`src/rtl/uart_rx_pkg.sv`:
```
// Shared constants and state encoding for the UART receive path.
// The bit-period constants are also used by rx_bps_module.
package uart_rx_pkg;

    localparam int DATA_BITS_DEF = 8;
    localparam int BIT_PERIOD    = 100;
    localparam int MID_BIT       = 49;

    typedef enum logic [2:0] {
        IDLE   = 3'd0,
        START  = 3'd1,
        DATA   = 3'd2,
        PARITY = 3'd3,
        STOP   = 3'd4,
        DONE   = 3'd5,
        FERR   = 3'd6,
        BRK    = 3'd7
    } rx_state_t;

    // Narrower frames are zero-extended, which leaves the XOR unchanged.
    function automatic logic exp_parity(input logic [7:0] d, input logic odd);
        return (^d) ^ odd;
    endfunction

endpackage

```
`src/rtl/rx_sync_edge_module.sv`:
```
// RX pin synchronizer followed by a falling-edge detector.
// Every flop resets to 1 so a reset never looks like a start bit.
module rx_sync_edge_module #(
    parameter int SYNC_STAGES = 2
) (
    input  logic CLK,
    input  logic RSTn,
    input  logic i_rx,
    output logic o_rx_s,
    output logic o_fall_pulse
);

    logic [SYNC_STAGES-1:0] r_sync;
    logic                   r_prev;

    always_ff @(posedge CLK or negedge RSTn) begin
        if (!RSTn) begin
            r_sync <= '1;
            r_prev <= 1'b1;
        end else begin
            r_sync <= {r_sync[SYNC_STAGES-2:0], i_rx};
            r_prev <= r_sync[SYNC_STAGES-1];
        end
    end

    assign o_rx_s       = r_sync[SYNC_STAGES-1];
    assign o_fall_pulse = r_prev & ~r_sync[SYNC_STAGES-1];

endmodule

```
`src/rtl/uart_rx_ctrl_module.sv`:
```
// UART receive frame controller: start detection, mid-bit sampling via the
// paired baud generator, LSB-first assembly, parity and framing checks.
module uart_rx_ctrl_module
    import uart_rx_pkg::*;
#(
    parameter int DATA_BITS   = DATA_BITS_DEF,
    parameter int PARITY_EN   = 0,
    parameter int PARITY_ODD  = 0,
    parameter int SYNC_STAGES = 2
) (
    input  logic                 CLK,
    input  logic                 RSTn,
    input  logic                 RX_Pin_In,
    input  logic                 RX_En_Sig,
    input  logic                 BPS_CLK,
    output logic                 Count_Sig,
    output logic [DATA_BITS-1:0] RX_Data,
    output logic                 RX_Done_Sig,
    output logic                 Frame_Err_Sig,
    output logic                 Parity_Err_Sig
);

    localparam logic [2:0] LAST_IDX = 3'(DATA_BITS - 1);
    localparam logic       PAR_ON   = (PARITY_EN != 0);
    localparam logic       PAR_ODD  = (PARITY_ODD != 0);

    logic                 w_rx_s;
    logic                 w_fall;
    logic                 w_exp_par;

    rx_state_t            r_state;
    logic [DATA_BITS-1:0] r_shift;
    logic [2:0]           r_idx;
    logic                 r_par_err;
    logic                 r_count;
    logic [DATA_BITS-1:0] r_data;
    logic                 r_done;
    logic                 r_ferr;
    logic                 r_perr;

    rx_sync_edge_module #(.SYNC_STAGES(SYNC_STAGES)) u_sync (
        .CLK          (CLK),
        .RSTn         (RSTn),
        .i_rx         (RX_Pin_In),
        .o_rx_s       (w_rx_s),
        .o_fall_pulse (w_fall)
    );

    assign w_exp_par = exp_parity(8'(r_shift), PAR_ODD);

    // Pulses default low each cycle; they are raised only on entry to DONE/FERR.
    always_ff @(posedge CLK or negedge RSTn) begin
        if (!RSTn) begin
            r_state   <= IDLE;
            r_shift   <= '0;
            r_idx     <= '0;
            r_par_err <= 1'b0;
            r_count   <= 1'b0;
            r_data    <= '0;
            r_done    <= 1'b0;
            r_ferr    <= 1'b0;
            r_perr    <= 1'b0;
        end else begin
            r_done <= 1'b0;
            r_ferr <= 1'b0;
            r_perr <= 1'b0;
            case (r_state)
                IDLE: begin
                    if (RX_En_Sig && w_fall) begin
                        r_state <= START;
                        r_count <= 1'b1;
                    end
                end
                START: begin
                    if (BPS_CLK) begin
                        if (w_rx_s) begin
                            r_state <= IDLE;
                            r_count <= 1'b0;
                        end else begin
                            r_state   <= DATA;
                            r_idx     <= '0;
                            r_par_err <= 1'b0;
                        end
                    end
                end
                DATA: begin
                    if (BPS_CLK) begin
                        r_shift <= {w_rx_s, r_shift[DATA_BITS-1:1]};
                        r_idx   <= r_idx + 3'd1;
                        if (r_idx == LAST_IDX)
                            r_state <= PAR_ON ? PARITY : STOP;
                    end
                end
                PARITY: begin
                    if (BPS_CLK) begin
                        r_par_err <= (w_rx_s != w_exp_par);
                        r_state   <= STOP;
                    end
                end
                STOP: begin
                    if (BPS_CLK) begin
                        r_count <= 1'b0;
                        if (w_rx_s) begin
                            r_state <= DONE;
                            r_data  <= r_shift;
                            r_done  <= 1'b1;
                            r_perr  <= PAR_ON & r_par_err;
                        end else begin
                            r_state <= FERR;
                            r_ferr  <= 1'b1;
                        end
                    end
                end
                DONE:    r_state <= IDLE;
                FERR:    r_state <= BRK;
                // Stay here until the line is released so a held-low line cannot retrigger.
                BRK:     if (w_rx_s) r_state <= IDLE;
                default: r_state <= IDLE;
            endcase
        end
    end

    assign Count_Sig      = r_count;
    assign RX_Data        = r_data;
    assign RX_Done_Sig    = r_done;
    assign Frame_Err_Sig  = r_ferr;
    assign Parity_Err_Sig = r_perr;

endmodule

```
`config.mk`:
```
export PLATFORM = sky130hd
export DESIGN_NAME = uart_rx_ctrl_module
export DESIGN_NICKNAME = d
export VERILOG_FILES = /design/src/rtl/uart_rx_pkg.sv /design/src/rtl/rx_sync_edge_module.sv /design/src/rtl/uart_rx_ctrl_module.sv
export SDC_FILE = /design/constraint.sdc
export NUM_CORES = 1
export LEC_CHECK = 0
export ABC_AREA = 1
export CORE_MARGIN = 3
export CORE_UTILIZATION = 50
export CTS_BUF_LIST = sky130_fd_sc_hd__clkbuf_2
export CTS_CLUSTER_DIAMETER = 30
export CTS_CLUSTER_SIZE = 25
export DETAILED_ROUTE_END_ITERATION = 8
export PLACE_DENSITY_LB_ADDON = 0.05
export REMOVE_ABC_BUFFERS = 1
export SYNTH_ARGS = -nofsm -noshare
export SYNTH_HDL_FRONTEND = slang
export SYNTH_SLANG_ARGS = --single-unit
```
`constraint.sdc`:
```
create_clock -name CLK -period 1.3 [get_ports CLK]
set_clock_uncertainty 0.15 [all_clocks]
set_input_delay 0.13 -clock CLK [delete_from_list [all_inputs] [get_ports CLK]]
set_output_delay 0.13 -clock CLK [all_outputs]
set_load 0.05 [all_outputs]
```
-- Yosys cells after proc, flatten, opt, wreduce, memory -nomap -nowiden
Cells that the tools add are included.
- bits in registers: 28
- word-level logic and storage cells: 63
- $add $sub $neg: 1
- equality and inequality tests: 17
- mux-type cells: 25
- bitwise operators: 2
- reduce and logical (&&, ||, !) cells: 9
- operators with widths (operator ; count):
    $mux W3 ; 10
    $pmux W3 S8 ; 1
    $eq A3 B3 Y1 const B ; 5
    $ne A2 B2 Y1 const B ; 7
    $mux W1 ; 10
    $reduce_and A7 Y1 ; 1
    $eq A3 B2 Y1 const B ; 2
    $pmux W3 S2 ; 1
    $reduce_and A5 Y1 ; 1
    $mux W2 ; 2
    $ne A2 B1 Y1 const B ; 2
    $reduce_and A4 Y1 ; 1
    $add A3 B1 Y3 const B ; 1
    $eq A3 B1 Y1 const B ; 1
    $logic_not A3 Y1 ; 1
    $pmux W1 S3 ; 1
    $reduce_and A3 Y1 ; 1
    $reduce_bool A3 Y1 ; 1
    $reduce_and A2 Y1 ; 1
    $reduce_bool A2 Y1 ; 1
    $and A1 B1 Y1 ; 1
    $logic_and A1 B1 Y1 ; 1
    $not A1 Y1 ; 1

-- Logic depth before layout (Yosys ltp)
- depth in word-level cells: 5
- gate-level depth with buffers: 9
- mapped depth without buffers: 9

-- Hierarchy
A second synthesis with hierarchy kept.
- cell total of the unflattened synthesis: 154
- area total of the unflattened synthesis: 1368.8 sq um
- modules (own cells, without submodules) (module ; instances ; cells an instance ; area an instance (sq um) ; seq. area each (sq um)):
    uart_rx_ctrl_module ; 1 ; 149 ; 1280.0 ; 625.6
    rx_sync_edge_module ; 1 ; 5 ; 88.8 ; 78.8

-- Worst setup path before layout
Ideal clock, no wire load.
- path kind: register to register
- from: register r_idx[0]
- to: register r_state[0]
- setup time: 0.065 ns
- arrival: 1.211 ns
- required time: 1.085 ns
- path slack: -0.126 ns
- cell stages (with the launch flop): 10
- clock period less this slack: 1.426 ns
- cell sequence: dfrtp_1 ha_1 ha_1 nand2_1 nand3_1 nand2_1 inv_1 nand3_2 nand2_1 nand2_1
- word-level cells in the longest chain between the ends: 3
- RTL lines (item ; RTL line ; source):
    start, declared ; uart_rx_ctrl_module.sv:33 ; logic [2:0] r_idx;
    start signal, assigned ; uart_rx_ctrl_module.sv:89 ; r_idx <= r_idx + 3'd1;
    $eq A3 B3 Y1 ; uart_rx_ctrl_module.sv:90 ; if (r_idx == LAST_IDX)
    $ne A2 B2 Y1 (no line) ; -- ;
    $reduce_and A7 Y1 (no line) ; -- ;
    end signal, assigned ; uart_rx_ctrl_module.sv:91 ; r_state <= PAR_ON ? PARITY : STOP;
    end, declared ; uart_rx_ctrl_module.sv:31 ; rx_state_t r_state;
No other way between the ends.
A chain may end at the register's enable or synchronous reset.

-- Final worst setup path
- from: register r_state[2]
- to: register r_shift[7]
- word-level cells in the longest chain between the ends: 2
- RTL lines (item ; RTL line ; source):
    $eq A3 B2 Y1 ; uart_rx_ctrl_module.sv:67 ; case (r_state)
    $reduce_and A2 Y1 (no line) ; -- ;
    end signal, assigned ; uart_rx_ctrl_module.sv:88 ; r_shift <= {w_rx_s, r_shift[DATA_BITS-1:1]};
    end, declared ; uart_rx_ctrl_module.sv:32 ; logic [DATA_BITS-1:0] r_shift;
No other way between the ends.

==> impl_results.md <==
* Status: finished with violations
* Failing checks: setup timing
* Global-route wire length before repair at 5.057 mm
* Clock root cell: clkbuf_2
* Final TNS setup at -4.200 ns
* Psw at 1.609 mW
* Initial antenna violation count at 0
* Fill count at 170
* Routed Antenna Nets at 0
* Max Cap Viol at 0
* Hold Startpoint: u_sync.r_sync[0]$_DFF_PN1_
* Vias in the first global route at 1194
* Die Wd at 58.80 µm
* Multi-input gate area at 654.4 µm²
* Pint at 2.169 mW
* CP bufs+invs at 1
* Num CTS Buffers at 3
* Seq pwr share at 35.1%
* Reg2reg start: r_state[2]$_DFFE_PN0P_
* # DRC at 0
* R2R setup slack at -0.25 ns
* Syn. warnings at 0
* PD cells at 1870 mW/mm²
* Critical path data arrival time at 1.67 ns
* Leak Pwr at 0.9675 nW
* Via/cell ratio at 5.096
* Total power at 3.778 mW
* Finished Core Util at 78.70%
* Pre-CTS WS at -0.2820 ns
* DRT Wirelength at 3.175 mm
* Yosys reg bits at 28
* Final net count at 206
* Crit path time final at 1.546 ns
* Die H at 58.80 µm
* Share of layout cells above drive strength 1 at 51.52%
* GRT Util Overall at 19.23%
* Die area at 0.003457 mm²
* ANT cells at 0
* CP delay by family, top: simple AND/OR/NAND/NOR gates
* Critical path startpoint category: register
* Post-synth ARST share at 100.0%
* 1st-iter DRT viols at 50
* Worst path depth at 6
* Crit path max fanout at 17
* Post-Syn Area at 0.001394 mm²
* Comb pwr share at 56.9%
* Crit Path Class: register to register
* Top-Level Pins at 17
* Dpl hpwl at 1.858 mm
* Clk network pwr share at 8.0%
* VDD IR-drop max at 0.001572 V
* CTS Sinks at 28
* Prevailing post-synth register cell: dfrtp_1
* Rows at 18
* Most frequent CP cell: nand2_1
* Worst reg2reg endpoint: r_shift[7]$_DFFE_PN0P_
* Clock latency on the worst-skew pair at 0.35 ns
* Post-synthesis cell type count at 20
* Hold Violations, Final at 0
* R2R cell count at 6
* Max Slew Vio Count at 0
* Crit path max-delay cell type: dfrtp_2
* CP endpoint: r_shift[7]$_DFFE_PN0P_
* CORE AREA at 0.002567 mm²
* Clock H-tree levels at 1
* Initial DRT Pass Iterations at 4
* IO Port Bufs at 15
* Worst Setup SP: r_state[2]$_DFFE_PN0P_
* Period utilization at 119.0%
* RSZ-0062 raised after global routing: yes
* RD Place Congestion at 0.9149
* Synth Instances at 152
* FF/Latch Area at 708.2 µm²
* Worst hold path class: register to register
* Clk slew on worst S/H paths at 0.24 ns
* Initial Util at 54.29%
* Worst Setup End Kind: register
* CTS max path bufs at 2
* Synthesis-to-layout area growth at 44.97%
* Vias at 1162
* Final WS setup at -0.2464 ns
* Sequential area share after synthesis at 50.54%
* Wire per inst at 13.93 µm
* Congestion Overflow GR at 0
* Max Clk Rate at 646.6 MHz
* Critical path required time at 1.42 ns
* Avg Cell Area, Syn at 9.170 µm²
* Sw Ratio at 42.59%
* Crit-path max cell delay at 0.55 ns
* Number of synthesized flops with an enable pin at 0
* Pin count of the biggest net entering global routing at 29
* TritonCTS clock tree: built
* Final setup violation count at 24
* CP Cell Sequence: nor2_1 -> nand2_1 -> inv_2 -> nand2_8 -> nand2_1 -> o21ai_2
## worst min-delay path by stage
stage                                       endpoint  slack, ns  depth (start not counted)
after floorplan                Count_Sig$_DFFE_PN0P_      -0.32                          0
after global placement    u_sync.r_sync[1]$_DFF_PN1_       0.20                          0
after detailed placement  u_sync.r_sync[1]$_DFF_PN1_       0.20                          0
after CTS                 u_sync.r_sync[1]$_DFF_PN1_       0.22                          0
after global routing      u_sync.r_sync[1]$_DFF_PN1_       0.23                          0
final                     u_sync.r_sync[1]$_DFF_PN1_       0.22                          0
## cells in the final DEF, fill, tap and decap left out, drive strengths merged, types with 3 or more instances in the layout
master and count:
nand2 49, buf 41, dfrtp 25, o21ai 20, inv 18, nand3 15
nor2 12, clkdlybuf4s50 4, clkbuf 3, dfstp 3
## stage by stage
stage / hold WS, ns / area (µm²) / cells
3_5_place_dp: 0.1972 / 1768 / 208
4_1_cts: 0.2246 / 1936 / 221
3_3_place_gp: 0.1966 / 1768 / 208
6_report: 0.2244 / 2021 / 228
2_1_floorplan: -0.3156 / 1330 / 146
5_1_grt: 0.2326 / 2021 / 228
## layer usage
metal	vias to the layer above	GRT usage [%]	share of wire (%)
li1	567	-	-
met1	554	22.49	41
met2	27	34.38	52
met3	14	4.167	3.6
met4	0	6.796	3.2
met5	-	0	0
## synth_stat cells, types with 3 or more instances
master / count / share of area, %
nor2_2: 3 / 1.3
o21ai_2: 16 / 10
dfrtp_1: 25 / 45
inv_1: 16 / 4.3
nand2_2: 5 / 2.2
o21ai_0: 4 / 1.4
buf_6: 5 / 4.0
nand3_1: 12 / 4.3
dfstp_2: 3 / 5.7
nor2_1: 7 / 1.9
nand2_1: 43 / 12
## power groups by stage
| stage | clock network [mW] | registers (mW) | logic, mW |
|---|---|---|---|
| after global routing | 0.341 | 1.35 | 2.33 |
| after CTS | 0.320 | 1.31 | 1.92 |
| final | 0.303 | 1.33 | 2.15 |
| after global placement | 0 | 1.30 | 1.63 |
| after floorplan | 0 | 1.47 | 0.808 |
| after detailed placement | 0 | 1.32 | 1.67 |
## repair_timing
item                                   CTS  global route
setup buffers                            6             7
endpoints found under the hold margin   26             0
hold buffers                             2             0
cloned                                   1             0
pin swaps                                9             8
gates resized for setup                 18            12
setup endpoints to repair               26            34
## kinds of logic after synthesis
kind of cell / share of synthesized area [%]
other: 0.2690
AOI/OAI and AO/OA: 11.49
and+or+nand+nor: 26.48
adders and majority gates: 1.795
buffers and inverters: 9.426
DFF: 50.54
## flip-flops by register name (all words and copies together) (netlist names)
signal,cells
Count_Sig,1
Frame_Err_Sig,1
RX_Data,8
RX_Done_Sig,1
r_idx,3
r_shift,8
r_state,3
u_sync.r_prev,1
u_sync.r_sync,2
## final cells by class
class	instances	share of cell area, %
Tap cell	30	1.858
Multi-Input combinational cell	101	32.38
Clock buffer	3	0.7430
Timing Repair Buffer	47	26.44
Sequential cell	28	35.05
Clock inverter	1	0.1858
Inverter	18	3.344
Note: power is estimated with default switching activity, not from simulation.
